$ cat src/rtl/dvp_tx.sv
// dvp_tx: camera-side DVP byte-stream transmitter.
// Turns a 16-bit RGB565 pixel stream (vld/sop/eop framing) into an 8-bit cmos bus with
// vsync/href frame timing. It serves as a sensor model for loopback tests and as a DVP output port.
//
// Ports
//   clk         pixel-byte clock
//   rst_n       asynchronous reset, active low
//   en_tx       transmit enable, sampled only in IDLE
//   din         pixel, RGB565
//   din_vld     din valid
//   din_sop     first pixel of frame
//   din_eop     last pixel of frame
//   din_rdy     pixel accepted when din_vld & din_rdy (combinational)
//   cmos_dout   byte bus, high byte first (registered)
//   href        line valid (registered)
//   vsync       frame sync, high at frame start (registered)
//   tx_underrun 1-cycle pulse: pixel slot had no valid input
//   tx_err      1-cycle pulse: sop/eop position mismatch
//   busy        high whenever the FSM is not in IDLE
module dvp_tx #(
  parameter int unsigned COL       = 1280,
  parameter int unsigned ROW       = 720,
  parameter int unsigned VSYNC_CYC = 16,
  parameter int unsigned VBP_CYC   = 64,
  parameter int unsigned HBLK_CYC  = 32,
  parameter int unsigned VFP_CYC   = 64
) (
  input  logic        clk,
  input  logic        rst_n,
  input  logic        en_tx,
  input  logic [15:0] din,
  input  logic        din_vld,
  input  logic        din_sop,
  input  logic        din_eop,
  output logic        din_rdy,
  output logic [7:0]  cmos_dout,
  output logic        href,
  output logic        vsync,
  output logic        tx_underrun,
  output logic        tx_err,
  output logic        busy
);

  localparam int unsigned CW = (COL > 1) ? $clog2(COL) : 1;
  localparam int unsigned RW = (ROW > 1) ? $clog2(ROW) : 1;
  // href lags the LINE state by one cycle (registered byte), so VFP holds one extra cycle
  // to keep VFP_CYC cycles between the last href fall and the return to IDLE.
  localparam int unsigned VFP_LEN = VFP_CYC + 1;
  localparam int unsigned BMAX_A  = (VSYNC_CYC > VBP_CYC) ? VSYNC_CYC : VBP_CYC;
  localparam int unsigned BMAX_B  = (HBLK_CYC > VFP_LEN) ? HBLK_CYC : VFP_LEN;
  localparam int unsigned BMAX    = (BMAX_A > BMAX_B) ? BMAX_A : BMAX_B;
  localparam int unsigned BW      = (BMAX > 1) ? $clog2(BMAX) : 1;

  typedef enum logic [2:0] {StIdle, StVsync, StVbp, StLine, StHblk, StVfp} state_e;

  state_e          state_q, state_d;
  logic [BW-1:0]   cnt_q, cnt_d;
  logic [CW-1:0]   col_q, col_d;
  logic [RW-1:0]   row_q, row_d;
  logic            phase_q, phase_d;

  logic [7:0]      dout_q, lo_q;
  logic            href_q, vsync_q, underrun_q, err_q;

  logic            line_slot;
  logic            first_px, last_px, frame_bad;

  assign line_slot = (state_q == StLine) && !phase_q;
  assign first_px  = (col_q == '0) && (row_q == '0);
  assign last_px   = (col_q == CW'(COL - 1)) && (row_q == RW'(ROW - 1));
  assign frame_bad = (din_sop != first_px) || (din_eop != last_px);

  // Next-state, counters and ready
  always_comb begin
    state_d = state_q;
    cnt_d   = cnt_q;
    col_d   = col_q;
    row_d   = row_q;
    phase_d = phase_q;
    din_rdy = 1'b0;
    unique case (state_q)
      StIdle: begin
        if (en_tx && din_vld && din_sop) begin
          state_d = StVsync;
          cnt_d   = '0;
        end else if (din_vld && !din_sop) begin
          din_rdy = 1'b1;  // flush stray pixels up to the next frame boundary
        end
      end
      StVsync: begin
        if (cnt_q == BW'(VSYNC_CYC - 1)) begin
          state_d = StVbp;
          cnt_d   = '0;
        end else begin
          cnt_d = cnt_q + BW'(1);
        end
      end
      StVbp: begin
        if (cnt_q == BW'(VBP_CYC - 1)) begin
          state_d = StLine;
          phase_d = 1'b0;
        end else begin
          cnt_d = cnt_q + BW'(1);
        end
      end
      StLine: begin
        phase_d = ~phase_q;
        if (!phase_q) begin
          din_rdy = 1'b1;
        end else if (col_q == CW'(COL - 1)) begin
          col_d = '0;
          cnt_d = '0;
          if (row_q == RW'(ROW - 1)) begin
            row_d   = '0;
            state_d = StVfp;
          end else begin
            row_d   = row_q + RW'(1);
            state_d = StHblk;
          end
        end else begin
          col_d = col_q + CW'(1);
        end
      end
      StHblk: begin
        if (cnt_q == BW'(HBLK_CYC - 1)) begin
          state_d = StLine;
          phase_d = 1'b0;
        end else begin
          cnt_d = cnt_q + BW'(1);
        end
      end
      StVfp: begin
        if (cnt_q == BW'(VFP_LEN - 1)) begin
          state_d = StIdle;
        end else begin
          cnt_d = cnt_q + BW'(1);
        end
      end
      default: state_d = StIdle;
    endcase
  end

  always_ff @(posedge clk or negedge rst_n) begin
    if (!rst_n) begin
      state_q <= StIdle;
      cnt_q   <= '0;
      col_q   <= '0;
      row_q   <= '0;
      phase_q <= 1'b0;
    end else begin
      state_q <= state_d;
      cnt_q   <= cnt_d;
      col_q   <= col_d;
      row_q   <= row_d;
      phase_q <= phase_d;
    end
  end

  // Output registers: every timing output lags the FSM state by one cycle, so the relative
  // spacing of vsync, href and bytes matches the state durations.
  always_ff @(posedge clk or negedge rst_n) begin
    if (!rst_n) begin
      dout_q     <= '0;
      lo_q       <= '0;
      href_q     <= 1'b0;
      vsync_q    <= 1'b0;
      underrun_q <= 1'b0;
      err_q      <= 1'b0;
    end else begin
      vsync_q    <= (state_q == StVsync);
      href_q     <= (state_q == StLine);
      underrun_q <= line_slot && !din_vld;
      err_q      <= line_slot && din_vld && frame_bad;
      if (line_slot) begin
        // An empty slot still sends a black pixel so line timing never stretches
        dout_q <= din_vld ? din[15:8] : 8'h00;
        lo_q   <= din_vld ? din[7:0] : 8'h00;
      end else if (state_q == StLine) begin
        dout_q <= lo_q;
      end else begin
        dout_q <= 8'h00;
      end
    end
  end

  assign cmos_dout   = dout_q;
  assign href        = href_q;
  assign vsync       = vsync_q;
  assign tx_underrun = underrun_q;
  assign tx_err      = err_q;
  assign busy        = (state_q != StIdle);

endmodule
$ cat config.mk
export PLATFORM = sky130hd
export DESIGN_NAME = dvp_tx
export DESIGN_NICKNAME = d
export VERILOG_FILES = /design/src/rtl/dvp_tx.sv
export SDC_FILE = /design/constraint.sdc
export NUM_CORES = 1
export LEC_CHECK = 0
export BUFFER_PORTS_ARGS = -buffer_cell sky130_fd_sc_hd__buf_4
export CAP_MARGIN = 20
export CORE_MARGIN = 2
export CORE_UTILIZATION = 57
export DETAILED_ROUTE_END_ITERATION = 10
export PLACE_DENSITY_LB_ADDON = 0.12
export SYNTH_ARGS = -nofsm -noshare
export SYNTH_HDL_FRONTEND = slang
export SYNTH_SLANG_ARGS = --single-unit
$ cat constraint.sdc
create_clock -name clk -period 1.8 [get_ports clk]
set_input_delay 0.36 -clock clk [delete_from_list [all_inputs] [get_ports clk]]
set_output_delay 0.36 -clock clk [all_outputs]
set_load 0.05 [all_outputs]
==> results.txt, run 1 <==
- Result of the run: complete, but fails checks
- Violations in the final reports: setup timing
- Once the floorplan was initialized, standard cells occupied 58.2% of the core.
- Arrival time of the worst setup path: 1.51 ns
- Post-detailed-route via-to-cell ratio: a little under 6
- Counting both buffers and inverters, the worst setup path holds a total of 1.
- Final design instance area without fill: between 3000 and 4000 um^2
* Power per cell area: approximately 1100 nW/um^2
- In this run the mean area of a mapped cell was 9.79 um^2.
- Average wire per cell in the routed design: 15.6 um
* Type of destination of the critical path: output port
- Nature of the critical path startpoint: register
- The analysis attributes to cell leakage a power of 0.00165 uW.
- 0 antenna diodes ended up in the layout.
- Number of placed cells counting well taps: 377
- Final net count: approximately 370
* Sum of overflow across all layers after global routing: 0
- The first global-routing pass estimated 9.91 mm of wire.
* Number of antenna violations at the first check in global routing: 0
- Number of input and output port buffers inserted: 35
- The later pin in the worst-skew pair is clocked with a latency of 0.30 ns.
* Total of flip-flops plus latches after synthesis: 52
- Summed over all nets, the half-perimeter wirelength after detailed placement is 4.24 mm.
* Horiz. Die Dim: 73.0 um
- The finished layout holds 398 standard cells, fillers aside.
- Clk buf depth: 2
- Broken down by cell family, the worst path's largest delay share belongs to simple AND/OR/NAND/NOR gates.
- Die Height: approximately 73 um
* Routability cong.: 0.865
* Required time at the worst-slack endpoint: ~1.4 ns
- Yosys mapped a number of flops with a built-in enable equal to 0.
* Via count of the first global-routing pass: 2127
- After floorplanning, the core was divided into 25 placement rows.
* Post-Synthesis Net Count: 305
* Combinational family with the most area after synthesis: simple AND/OR/NAND/NOR gates
- Setup slack on the critical path of the routed design comes to -0.0692 ns.
- Start-to-end type of the worst setup path: register to output port
- Clock tree synthesis selected as its root buffer the cell sky130_fd_sc_hd__clkbuf_8.
- Number of placed I/O pins: 36
* Synthesized-area fraction occupied by xor and xnor cells: just under 4%
- The count of nets left with antenna violations once routing finished came out at 0.
* Proportion of register bits with asynchronous set or reset after synthesis: 100%
* Maximum number of pins on one net before global-route repair: 53
- For the pin with the worst max-slew slack, the measured transition is 0.656 ns.
* Final Hold Fails: 0
- Synth Area in Compound Gates: 18.0%
* Post-placement worst setup slack: -0.0326 ns
* # DRC: 0
* Area Overhead vs Synth: 28.1%
- In this run, the number of DRC markers left after iteration 0 of detailed routing was 133.
- Among all flip-flop cells after synthesis, the most frequent one is sky130_fd_sc_hd__dfrtp_1.
* Fraction of the mapped netlist area in simple logic gates: 23.0%
- Based on the critical path, the design can be clocked at up to roughly 0.53 GHz.
- The largest single stage delay on the critical path is 0.43 ns.
* CTS Hold Buffers Added: 0
* Min cycle time layout: 1.87 ns
- Rel. slew slack: 56.3%
- Clock skew on the completed layout was measured at 0.00461 ns.
- The first detailed-routing pass took 4 iterations.
- Placed standard-cell area: 3170 um^2
- After clock tree synthesis, the clock-pin slew on the worst setup and hold paths is 0.09 ns.
- CTS tree: built
* Total Wirelength: 6.19 mm
- Number of slew-limit violations in the final report: 0
- The completed layout was analyzed and its total power is 3810 uW.
* Yosys warns: 0
- Unrepaired setup endpoints after global routing: true
- The worst-case IR drop observed on VDD is between 0.7 and 0.8 mV.
- Synthesized cell area: around 2700 um^2
- H-Tree Level Count: 2
- Area of the placeable core: 4660 um^2
- After synthesis, the netlist uses 54 different library cells.
- Detailed routing inserted a total of roughly 2400 vias.
* Worst min-delay path class: primary input to async pin
- Adder and majority cell fraction of the synthesized area: 2.77%
* Number of clock sinks: 52
- Fraction of layout instances using a drive strength above 1: 30.8%
* CTS buffer count: 5
- Global router's overall resource usage: 24.0%
* Share of the cycle needed by the critical path after routing: 104%
* Maximum fanout encountered on the critical timing path: 4
- Die area: between 5000 and 6000 um^2
- The portion of synthesized area spent on multiplexers is 0.784%.
- Cell with the largest stage delay on the worst path: sky130_fd_sc_hd__or3_4
- Total of max-cap violations: 0
- Setup violations remaining at the end of the flow were counted as 3.
* Critical path, cell by cell: or3_4 > o31ai_4 > buf_6
* Portion of the post-synthesis area used by sequential elements: 48.0%
* Synthesized instance count: around 280
-- cells in the mapped netlist (3+ instances only) --
library cell,number,share of area (%)
sky130_fd_sc_hd__ha_1,6,2.8
sky130_fd_sc_hd__or3_1,5,1.2
sky130_fd_sc_hd__a22o_1,8,2.6
sky130_fd_sc_hd__nor2_2,3,0.69
sky130_fd_sc_hd__nor4_1,4,0.92
sky130_fd_sc_hd__nand3_1,10,1.8
sky130_fd_sc_hd__and3_1,6,1.4
sky130_fd_sc_hd__nand2b_1,4,0.92
sky130_fd_sc_hd__nand4_1,7,1.6
sky130_fd_sc_hd__xor2_1,4,1.3
sky130_fd_sc_hd__nand2_1,42,5.8
sky130_fd_sc_hd__a21oi_1,5,0.92
sky130_fd_sc_hd__nor3_1,5,0.92
sky130_fd_sc_hd__o31ai_1,5,1.4
sky130_fd_sc_hd__xnor2_1,8,2.6
sky130_fd_sc_hd__a211oi_1,3,0.83
sky130_fd_sc_hd__o21ai_0,21,3.9
sky130_fd_sc_hd__o21ai_1,6,1.1
sky130_fd_sc_hd__a31oi_1,4,0.92
sky130_fd_sc_hd__buf_2,7,1.3
sky130_fd_sc_hd__nor2_1,10,1.4
sky130_fd_sc_hd__inv_1,13,1.8
sky130_fd_sc_hd__dfrtp_1,52,48
-- cell families after synthesis --
group                      Yosys count
adders and majority gates            6
AOI/OAI and AO/OA                   69
and+or+nand+nor                    113
muxes                                2
xor gates and xnor gates            12
DFF                                 52
buffers and inverters               23
-- timing repair --
item,in CTS,in global routing
gates resized for setup,6,23
setup endpoints to repair,5,21
pin swaps,2,6
gates cloned,0,1
buffers inserted,5,7
endpoints found under the hold margin,0,0
-- stage by stage --
stage | hold WS (ns) | setup TNS [ns] | util [%]
finish | 0.0867 | -0.140 | 74.5
detailed placement | 0.433 | -0.0798 | 67.9
floorplan | 0.0644 | -0.0480 | -
global placement | 0.432 | 0 | 67.9
CTS | 0.102 | -0.0690 | 71.4
global route | 0.136 | -0.704 | 74.5
-- cells in the final DEF (no fill, tap or decap), types with 5 or more instances in the layout --
cell type / synthesis / layout
sky130_fd_sc_hd__buf_4: 0 / 65
sky130_fd_sc_hd__dfrtp_1: 52 / 52
sky130_fd_sc_hd__nand2_1: 42 / 39
sky130_fd_sc_hd__o21ai_0: 21 / 16
sky130_fd_sc_hd__inv_1: 13 / 13
sky130_fd_sc_hd__nor2_1: 10 / 10
sky130_fd_sc_hd__o21ai_1: 6 / 10
sky130_fd_sc_hd__a22o_1: 8 / 8
sky130_fd_sc_hd__nand3_1: 10 / 8
sky130_fd_sc_hd__xnor2_1: 8 / 8
sky130_fd_sc_hd__nand4_1: 7 / 7
sky130_fd_sc_hd__and3_1: 6 / 6
sky130_fd_sc_hd__clkbuf_8: 0 / 6
sky130_fd_sc_hd__a21oi_1: 5 / 5
-- registers in the layout, summed over array words and instances, names as in the netlist --
register	cells
col_q	11
row_q	10
cmos_dout	8
lo_q	8
cnt_q	7
state_q	3
href	1
phase_q	1
tx_err	1
tx_underrun	1
vsync	1
-- power breakdown --
part | internal (uW) | total (uW) | switching (uW)
sequential | 1400 | 1600 | 197
clock | 314 | 674 | 360
combinational | 637 | 1530 | 895
-- area by class of cell --
class / instances / area, um^2
multi-input combinational: 202 / 1430
fill: 341 / 1190
sequential: 52 / 1300
timing repair buffer: 69 / 533
inverter: 13 / 48.8
tap: 54 / 67.6
clock buffer: 8 / 90.1
-- per-layer routing --
metal	global-route usage, %	up-vias	part of all wire, %
met5	0	-	0
met4	9.26	0	2.5
met3	3.87	14	3.6
met2	38.1	63	50
met1	33.0	1147	44
li1	-	1130	-
-- worst register-to-register path, stage by stage (launching register included) --
cell and delay, ns:
sky130_fd_sc_hd__dfrtp_1 0.39, sky130_fd_sc_hd__or3b_4 0.43, sky130_fd_sc_hd__nor3_4 0.29, sky130_fd_sc_hd__a21oi_2 0.21, sky130_fd_sc_hd__a2111oi_4 0.35, sky130_fd_sc_hd__nor3_1 0.07
-- worst paths after layout --
kind	endpoint	depth (start not counted)	from	slack, ns
max in group asynchronous	cmos_dout[2]	1	rst_n	1.28
worst min register to register	lo_q[1]	2	lo_q[1]	0.49
worst min-delay path	row_q[3]	1	rst_n	0.09
worst max-delay path	din_rdy	3	state_q[0]	-0.07
worst max register to register	state_q[0]	5	col_q[8]	-0.04
min in group clk	cmos_dout[6]	2	din[14]	0.27
(Power assumes the default switching activity.)
==> run 2: changes to the inputs <==
--- a/config.mk
+++ b/config.mk
@@ -10,7 +10,7 @@
 export CORE_MARGIN = 2
 export CORE_UTILIZATION = 57
 export DETAILED_ROUTE_END_ITERATION = 10
-export PLACE_DENSITY_LB_ADDON = 0.12
+export PLACE_DENSITY_LB_ADDON = 0.05
 export SYNTH_ARGS = -nofsm -noshare
 export SYNTH_HDL_FRONTEND = slang
 export SYNTH_SLANG_ARGS = --single-unit
==> run 2 against run 1 <==
The flow still finishes with violations (setup timing); register-to-register slack better by 0.04 ns; sequential share of layout area is 0.099 points higher; power is 1.5% higher; sequential power hardly changed; non-clock buffer count stayed put; utilization is 0.054 points lower; sequential cell count stayed put; final cell count stayed put; worst setup slack worse by 0.025 ns; first-iteration DRC count stayed put; clock-buffer cell count is 2 lower; final area hardly changed.
==> results.txt, run 2 (synthesized netlist as in run 1, its figures left out) <==
* Power per cell area: 1110 nW/um^2 (was 1100 nW/um^2)
- Number of placed cells counting well taps: 377 (unchanged)
- Final Hold Fails: 0 (unchanged)
* Arrival time of the worst setup path: 1.53 ns (was 1.51 ns)
* Hpwl dp: 4.37 mm (was 4.24 mm)
- The part of the power in combinational logic was 40.1% (was 40.2%).
- The number of buffers between clock root and the deepest sink came to 2 (unchanged).
- The critical path's top delay family is simple AND/OR/NAND/NOR gates (unchanged).
- The remaining global-route overflow is 0 (unchanged).
* Critical path, cell by cell: or3_4 > o31ai_4 > buf_6 (unchanged)
- Max FFs per register: 11 (unchanged)
- The remaining number of nets flagged by the antenna check after routing came to 0 (unchanged).
- The combined flip-flop and latch cell area came to 1300 um^2 (about the same).
- Total via count in the routed design: 2366 (was 2354)
* Average wire per cell in the routed design: 15.9 um (was 15.6 um)
* Horiz. Die Dim: 73.0 um (unchanged)
* Min cycle time layout: 1.89 ns (was 1.87 ns)
- Cell with the largest stage delay on the worst path: sky130_fd_sc_hd__or3_4 (unchanged)
* Register ranked first by flip-flop count: col_q (unchanged)
- The count of H-tree levels built during CTS was 2 (unchanged).
- Nature of the critical path startpoint: register (unchanged)
- Highest signal layer in the routed design: met4 (unchanged)
* Insertion delay to the later sink of the worst-skew pair: 0.30 ns (about the same)
* Die Height: 73.0 um (unchanged)
* Largest registers: col_q x11, row_q x10 (unchanged)
* Final count of negative-setup-slack endpoints: 3 (unchanged)
- Number of antenna violations at the first check in global routing: 0 (unchanged)
- The ratio of final minimum period to clock period was 105% (was 104%).
- The final cell count without fillers is 398 (unchanged).
- CTS buffer count: 5 (unchanged)
* Share of power burned in registers: 41.8% (was 42.1%)
- Least setup slack across all paths after layout: -0.0938 ns (was -0.0692 ns)
* Type of destination of the critical path: output port (unchanged)
- Sw frac: 38.8% (was 38.1%)
* Multi-input gate area: 1410 um^2 (was 1430 um^2)
- The max-slew headroom at the worst pin came to 57.1% (was 56.3%).
* CTS Hold Buffers Added: 0 (unchanged)
* Area Overhead vs Synth: 28.0% (was 28.1%)
- The clock group share of total power was 18.1% (was 17.7%).
* Die area: 5320 um^2 (unchanged)
- Global router's overall resource usage: 24.7% (was 24.0%)
* Post-detailed-route via-to-cell ratio: 5.94 (was 5.91)
- The achievable frequency is 0.528 GHz (was 0.535 GHz).
- Unrepaired setup endpoints after global routing: true (unchanged).
* Required time at the worst-slack endpoint: 1.44 ns (about the same)
* Total of max-cap violations: 0 (unchanged)
* Global-route wire length before repair: 10.3 mm (was 9.91 mm)
- The internal power is 2360 uW (about the same).
- Worst min-delay path class: primary input to async pin (unchanged)
* Number of placed I/O pins: 36 (unchanged)
- Number of detailed-routing iterations run before antenna repair: 4 (unchanged)
* Total Wirelength: 6.31 mm (was 6.19 mm)
- Final core occ: 74.4% (was 74.5%)
* Result of the run: complete, but fails checks (unchanged)
- The switching power came to 1500 uW (was 1450 uW).
* Fraction of layout instances using a drive strength above 1: 31.1% (was 30.8%)
- Maximum clock skew at final layout: 0.00665 ns (was 0.00461 ns)
- Metal-1 WL: 2.68 mm (was 2.70 mm)
- The antenna diode count was 0 (unchanged).
* Initial DRC count: 133 (unchanged)
- Violations in the final reports: setup timing (unchanged).
* Met2 WL post-DR: 3.32 mm (was 3.12 mm)
- The clock tree from TritonCTS is built (unchanged).
- The number of nets in the layout came to 371 (unchanged).
- The routability congestion estimate came to 0.875 (was 0.865).
- Number of clock sinks: 52 (unchanged)
* IR drop worst, VDD: 0.767 mV (was 0.720 mV)
- The residual DRC count was 0 (unchanged).
* Bufs and invs on worst path: 1 (unchanged)
- The slew at the pin with the worst max-slew slack was 0.643 ns (was 0.656 ns).
- The number of max-slew violations in the final report is 0 (unchanged).
- Area of the placeable core: 4660 um^2 (unchanged)
- The maximum number of pins on one net before global-route repair came to 53 (unchanged).
- The most frequent standard cell in the layout excluding fill and tap cells is sky130_fd_sc_hd__buf_4 (unchanged).
* Maximum fanout encountered on the critical timing path: 3 (was 4)
- The starting utilization of the core area was 58.2% (unchanged).
- Clock-pin slew reported for the worst setup and hold paths after clock tree synthesis: 0.10 ns (was 0.09 ns)
- Top library cells by usage in the layout, fill and taps aside: sky130_fd_sc_hd__buf_4, sky130_fd_sc_hd__dfrtp_1, sky130_fd_sc_hd__nand2_1 (unchanged).
- The register-to-register setup slack was 0 ns (was -0.04 ns).
- The row count is 25 (unchanged).
* Number of input and output port buffers inserted: 35 (unchanged)
- Routed length on met3: 223 um (was 222 um)
* CTS Root Buffer Type: sky130_fd_sc_hd__clkbuf_8 (unchanged)
- The highest cell delay on the worst timing path came to 0.43 ns (about the same).
* Start-to-end type of the worst setup path: register to output port (unchanged)
- The number of global-route vias before repair is 2308 (was 2127).
* Leakage power total: 0.00166 uW (was 0.00165 uW)
- The number of fill cells was 334 (was 341).
-- run 2: path summary, 6_finish.rpt --
check	startpoint	end	depth (start not counted)
max in group asynchronous	rst_n	state_q[1]	1
min in group clk	din[13]	cmos_dout[5]	2
setup / recovery	state_q[0]	din_rdy	3
hold / removal	rst_n	row_q[3]	1
setup reg to reg	col_q[8]	cnt_q[6]	5
hold reg to reg	lo_q[5]	lo_q[5]	2
-- run 2: repair_timing --
| item | CTS | global route |
|---|---|---|
| setup buffers | 3 | 10 |
| resized for setup | 7 | 20 |
| hold endpoints to repair | 0 | 0 |
| pin swaps | 3 | 5 |
| setup endpoints to repair | 3 | 25 |
-- run 2: final cells by class --
| cell class | instances | share of cell area [%] |
|---|---|---|
| inverter | 13 | 1.41 |
| sequential | 52 | 37.6 |
| tap | 54 | 1.95 |
| timing repair buffer | 69 | 15.7 |
| multi-input combinational | 202 | 40.6 |
| clock inverter | 2 | 0.397 |
| clock buffer | 6 | 2.38 |
-- run 2: power by group through the flow --
stage / registers, uW / clock network [uW] / logic (uW)
floorplan: 1720 / 0 / 822
global placement: 1620 / 0 / 1330
detailed placement: 1630 / 0 / 1360
CTS: 1600 / 718 / 1400
global route: 1650 / 762 / 1710
finish: 1620 / 699 / 1550
-- run 2: routing by layer --
layer  vias up  global-route usage, %
li1       1136                      -
met2        64                   42.3
met4         0                   8.02
met1      1156                   32.1
met5         -                      0
met3        10                   4.01
-- run 2: worst reg2reg max path, cell delays in order, from the launching register on --
cell	delay [ns]
sky130_fd_sc_hd__dfrtp_1	0.38
sky130_fd_sc_hd__or3b_4	0.43
sky130_fd_sc_hd__nor3_4	0.25
sky130_fd_sc_hd__a21oi_2	0.19
sky130_fd_sc_hd__a211o_1	0.31
sky130_fd_sc_hd__o2bb2ai_1	0.12
-- run 2: through the flow --
stage | setup slack [ns] | area [um^2] | TNS, ns | total power (uW) | hold WS [ns]
floorplan | -0.0480 | 2740 | -0.0480 | 2540 | 0.0644
global placement | 0.0606 | 3170 | 0 | 2950 | 0.433
detailed placement | 0.0131 | 3170 | 0 | 2990 | 0.436
CTS | -0.0717 | 3310 | -0.0845 | 3720 | 0.103
global route | -0.127 | 3470 | -0.357 | 4120 | 0.140
finish | -0.0938 | 3470 | -0.101 | 3870 | 0.0872
==> run 3: changes to the inputs <==
--- a/config.mk
+++ b/config.mk
@@ -11,6 +11,7 @@
 export CORE_UTILIZATION = 57
 export DETAILED_ROUTE_END_ITERATION = 10
 export PLACE_DENSITY_LB_ADDON = 0.05
+export RECOVER_POWER = 50
 export SYNTH_ARGS = -nofsm -noshare
 export SYNTH_HDL_FRONTEND = slang
 export SYNTH_SLANG_ARGS = --single-unit
==> run 3 against run 2 <==
The run still ends with setup timing left; first-iteration DRC count did not move; fmax did not move; sequential cell count did not move; via count did not move; worst setup slack did not move; highest routed layer unchanged.
==> results.txt, run 3 (synthesized netlist as in run 1, its figures left out) <==
* Result of the run: complete, but fails checks (unchanged)
- Violations in the final reports: setup timing (unchanged)
- Maximum number of pins on one net before global-route repair: 53 (unchanged)
- The number of vias in the routed layout was 2366 (unchanged).
- Post-route ant nets: 0 (unchanged)
- The count of pins on the block boundary came to 36 (unchanged).
- Overall Power: 3860 uW (was 3870 uW)
- Share of power burned in registers: 41.8% (about the same)
- The power per cell area came to 1110 nW/um^2 (about the same).
- The detailed-routing wirelength on met1 was 2.68 mm (about the same).
* CTS Hold Buffers Added: 0 (unchanged)
* Unrepaired setup endpoints after global routing: true (unchanged)
- Biggest cell delay along the critical path: 0.43 ns (about the same)
* Largest registers: col_q x11, row_q x10 (unchanged)
- The time the worst path needs with I/O delays and setup came to 1.89 ns (unchanged).
- Area of the placeable core: 4660 um^2 (unchanged)
* Type of destination of the critical path: output port (unchanged)
- The remaining global-route overflow is 0 (unchanged).
* IR drop worst, VDD: 0.767 mV (about the same)
- The part of the power in combinational logic is 40.1% (about the same).
- Clk buf depth: 2 (unchanged)
* Final Hold Fails: 0 (unchanged)
- The starting utilization of the core area is 58.2% (unchanged).
- Max FFs per register: 11 (unchanged)
- The number of antenna violations at the first check in global routing is 0 (unchanged).
- Die area: 5320 um^2 (unchanged)
- Final core occ: 74.4% (about the same)
- The critical path arrival was 1.53 ns (about the same).
- The startpoint type of the worst setup path is a register (unchanged).
- The antenna diode count came to 0 (unchanged).
- Critical path, cell by cell: or3_4 > o31ai_4 > buf_6 (unchanged).
- The count of buffer and inverter cells on the critical path came to 1 (unchanged).
- Switching component of the power: 1500 uW (about the same)
- Clock network fraction of total power: 18.1% (about the same)
- Start-to-end type of the worst setup path: register to output port (unchanged)
* # DRC: 0 (unchanged)
* Average wire per cell in the routed design: 15.9 um (unchanged)
* CTS tree: built (unchanged)
- The number of failing setup endpoints in the final timing report came to 3 (unchanged).
- Global-route wire length before repair: 10.3 mm (unchanged)
* Number of input and output port buffers inserted: 35 (unchanged)
- Insertion delay to the later sink of the worst-skew pair: 0.30 ns (about the same)
- The fraction of layout instances using a drive strength above 1 is 31.1% (unchanged).
* Cell Rows: 25 (unchanged)
* Top library cells by usage in the layout, fill and taps aside: sky130_fd_sc_hd__buf_4, sky130_fd_sc_hd__dfrtp_1, sky130_fd_sc_hd__nand2_1 (unchanged)
- The all-layer global routing usage is 24.7% (unchanged).
* Number of detailed-routing iterations run before antenna repair: 4 (unchanged)
- Share of the cycle needed by the critical path after routing: 105% (unchanged)
- Most frequent standard cell in the layout excluding fill and tap cells: sky130_fd_sc_hd__buf_4 (unchanged)
- The slowest library cell on the worst path was sky130_fd_sc_hd__or3_4 (unchanged).
* Int Pwr: 2360 uW (about the same)
* Die Height: 73.0 um (unchanged)
- The clock-pin transition on the worst setup and hold timing paths came to 0.10 ns (about the same).
* Number of clock sinks: 52 (unchanged)
- Sw frac: 38.8% (about the same)
* Required time at the worst-slack endpoint: 1.44 ns (about the same)
- The detailed-route wire length is 6.31 mm (unchanged).
- Placed standard-cell area: 3170 um^2 (unchanged)
- Routed length on met3: 223 um (unchanged)
* Met2 WL post-DR: 3.32 mm (unchanged)
- The number of max-slew violations in the final report came to 0 (unchanged).
- The path category of the worst min-delay check is primary input to register (was primary input to async pin).
- Via count of the first global-routing pass: 2308 (unchanged)
- Area Overhead vs Synth: 27.9% (was 28.0%)
- Horiz. Die Dim: 73.0 um (unchanged)
- CTS Root Buffer Type: sky130_fd_sc_hd__clkbuf_8 (unchanged)
- The leakage power of the design came to 0.00166 uW (about the same).
- The slew at the pin with the worst max-slew slack is 1.27 ns (was 0.643 ns).
- Final net count: 371 (unchanged)
- Total of max-cap violations: 0 (unchanged)
- The max-slew headroom at the worst pin came to 15.0% (was 57.1%).
- The maximum net fanout on the critical path was 3 (unchanged).
- Post-detailed-route via-to-cell ratio: 5.94 (unchanged)
- Final design instance area without fill: 3470 um^2 (about the same)
- The number of design-rule violations left by the first detailed-router iteration is 133 (unchanged).
- The routability congestion estimate was 0.875 (unchanged).
- The register with the most flip-flops was col_q (unchanged).
- The achievable frequency was 0.528 GHz (unchanged).
- The highest routed metal layer is met4 (unchanged).
- The worst setup skew after layout is 0.00665 ns (unchanged).
- Least setup slack across all paths after layout: -0.0938 ns (unchanged)
- The number of clock buffers inserted by TritonCTS is 5 (unchanged).
- The critical path's top delay family is simple AND/OR/NAND/NOR gates (unchanged).
* Hpwl dp: 4.37 mm (unchanged)
- H-Tree Level Count: 2 (unchanged)
==> run 3: cell types whose count changed in the layout (fill, tap and decap cells not counted) <==
cell / before / now
sky130_fd_sc_hd__buf_4: 63 / 62
sky130_fd_sc_hd__clkbuf_2: 0 / 1
==> run 3: final timing paths <==
kind / startpoint / endpoint / slack [ns] / depth (start not counted)
setup / recovery: state_q[0] / din_rdy / -0.09 / 3
hold / removal: din[13] / cmos_dout[5] / 0.27 / 2
setup reg to reg: col_q[8] / cnt_q[6] / 0 / 5
hold reg to reg: lo_q[5] / lo_q[5] / 0.49 / 2
max in group asynchronous: rst_n / state_q[1] / 0.63 / 1
min in group asynchronous: rst_n / row_q[3] / 0.33 / 1
==> run 3: cell type report <==
type	count	area, um^2
Multi-Input combinational cell	202	1410
Sequential cell	52	1300
Fill cell	335	1190
Timing Repair Buffer	69	542
Clock buffer	6	82.6
Tap cell	54	67.6
Inverter	13	48.8
Clock inverter	2	13.8
==> run 3: through the flow <==
stage | hold slack, ns | setup slack, ns | setup TNS, ns | std cells
after floorplan | 0.0644 | -0.0480 | -0.0480 | 277
after CTS | 0.103 | -0.0717 | -0.0845 | 388
after detailed placement | 0.436 | 0.0131 | 0 | 377
final | 0.270 | -0.0938 | -0.101 | 398
after global placement | 0.433 | 0.0606 | 0 | 377
after global routing | 0.255 | -0.127 | -0.357 | 398
==> run 3: per-layer routing <==
| layer | up-vias | GRT usage (%) |
|---|---|---|
| met4 | 0 | 8.02 |
| met1 | 1156 | 32.1 |
| met2 | 64 | 42.3 |
| met5 | - | 0 |
| met3 | 10 | 4.01 |
| li1 | 1136 | - |
==> run 3: power groups by stage <==
stage               clock (uW)  combinational, uW  sequential (uW)
finish                     699               1550             1620
global route               762               1700             1650
CTS                        718               1400             1600
detailed placement           0               1360             1630
global placement             0               1330             1620
floorplan                    0                822             1720
==> run 3: worst register-to-register path: stages (launching register included) <==
cell,delay (ns)
sky130_fd_sc_hd__dfrtp_1,0.38
sky130_fd_sc_hd__or3b_4,0.43
sky130_fd_sc_hd__nor3_4,0.25
sky130_fd_sc_hd__a21oi_2,0.19
sky130_fd_sc_hd__a211o_1,0.31
sky130_fd_sc_hd__o2bb2ai_1,0.12
==> run 3: what timing repair did <==
| action | CTS | global route |
|---|---|---|
| endpoints found under the setup margin | 3 | 25 |
| setup buffers | 3 | 10 |
| pin swaps | 3 | 5 |
| resized for setup | 7 | 20 |
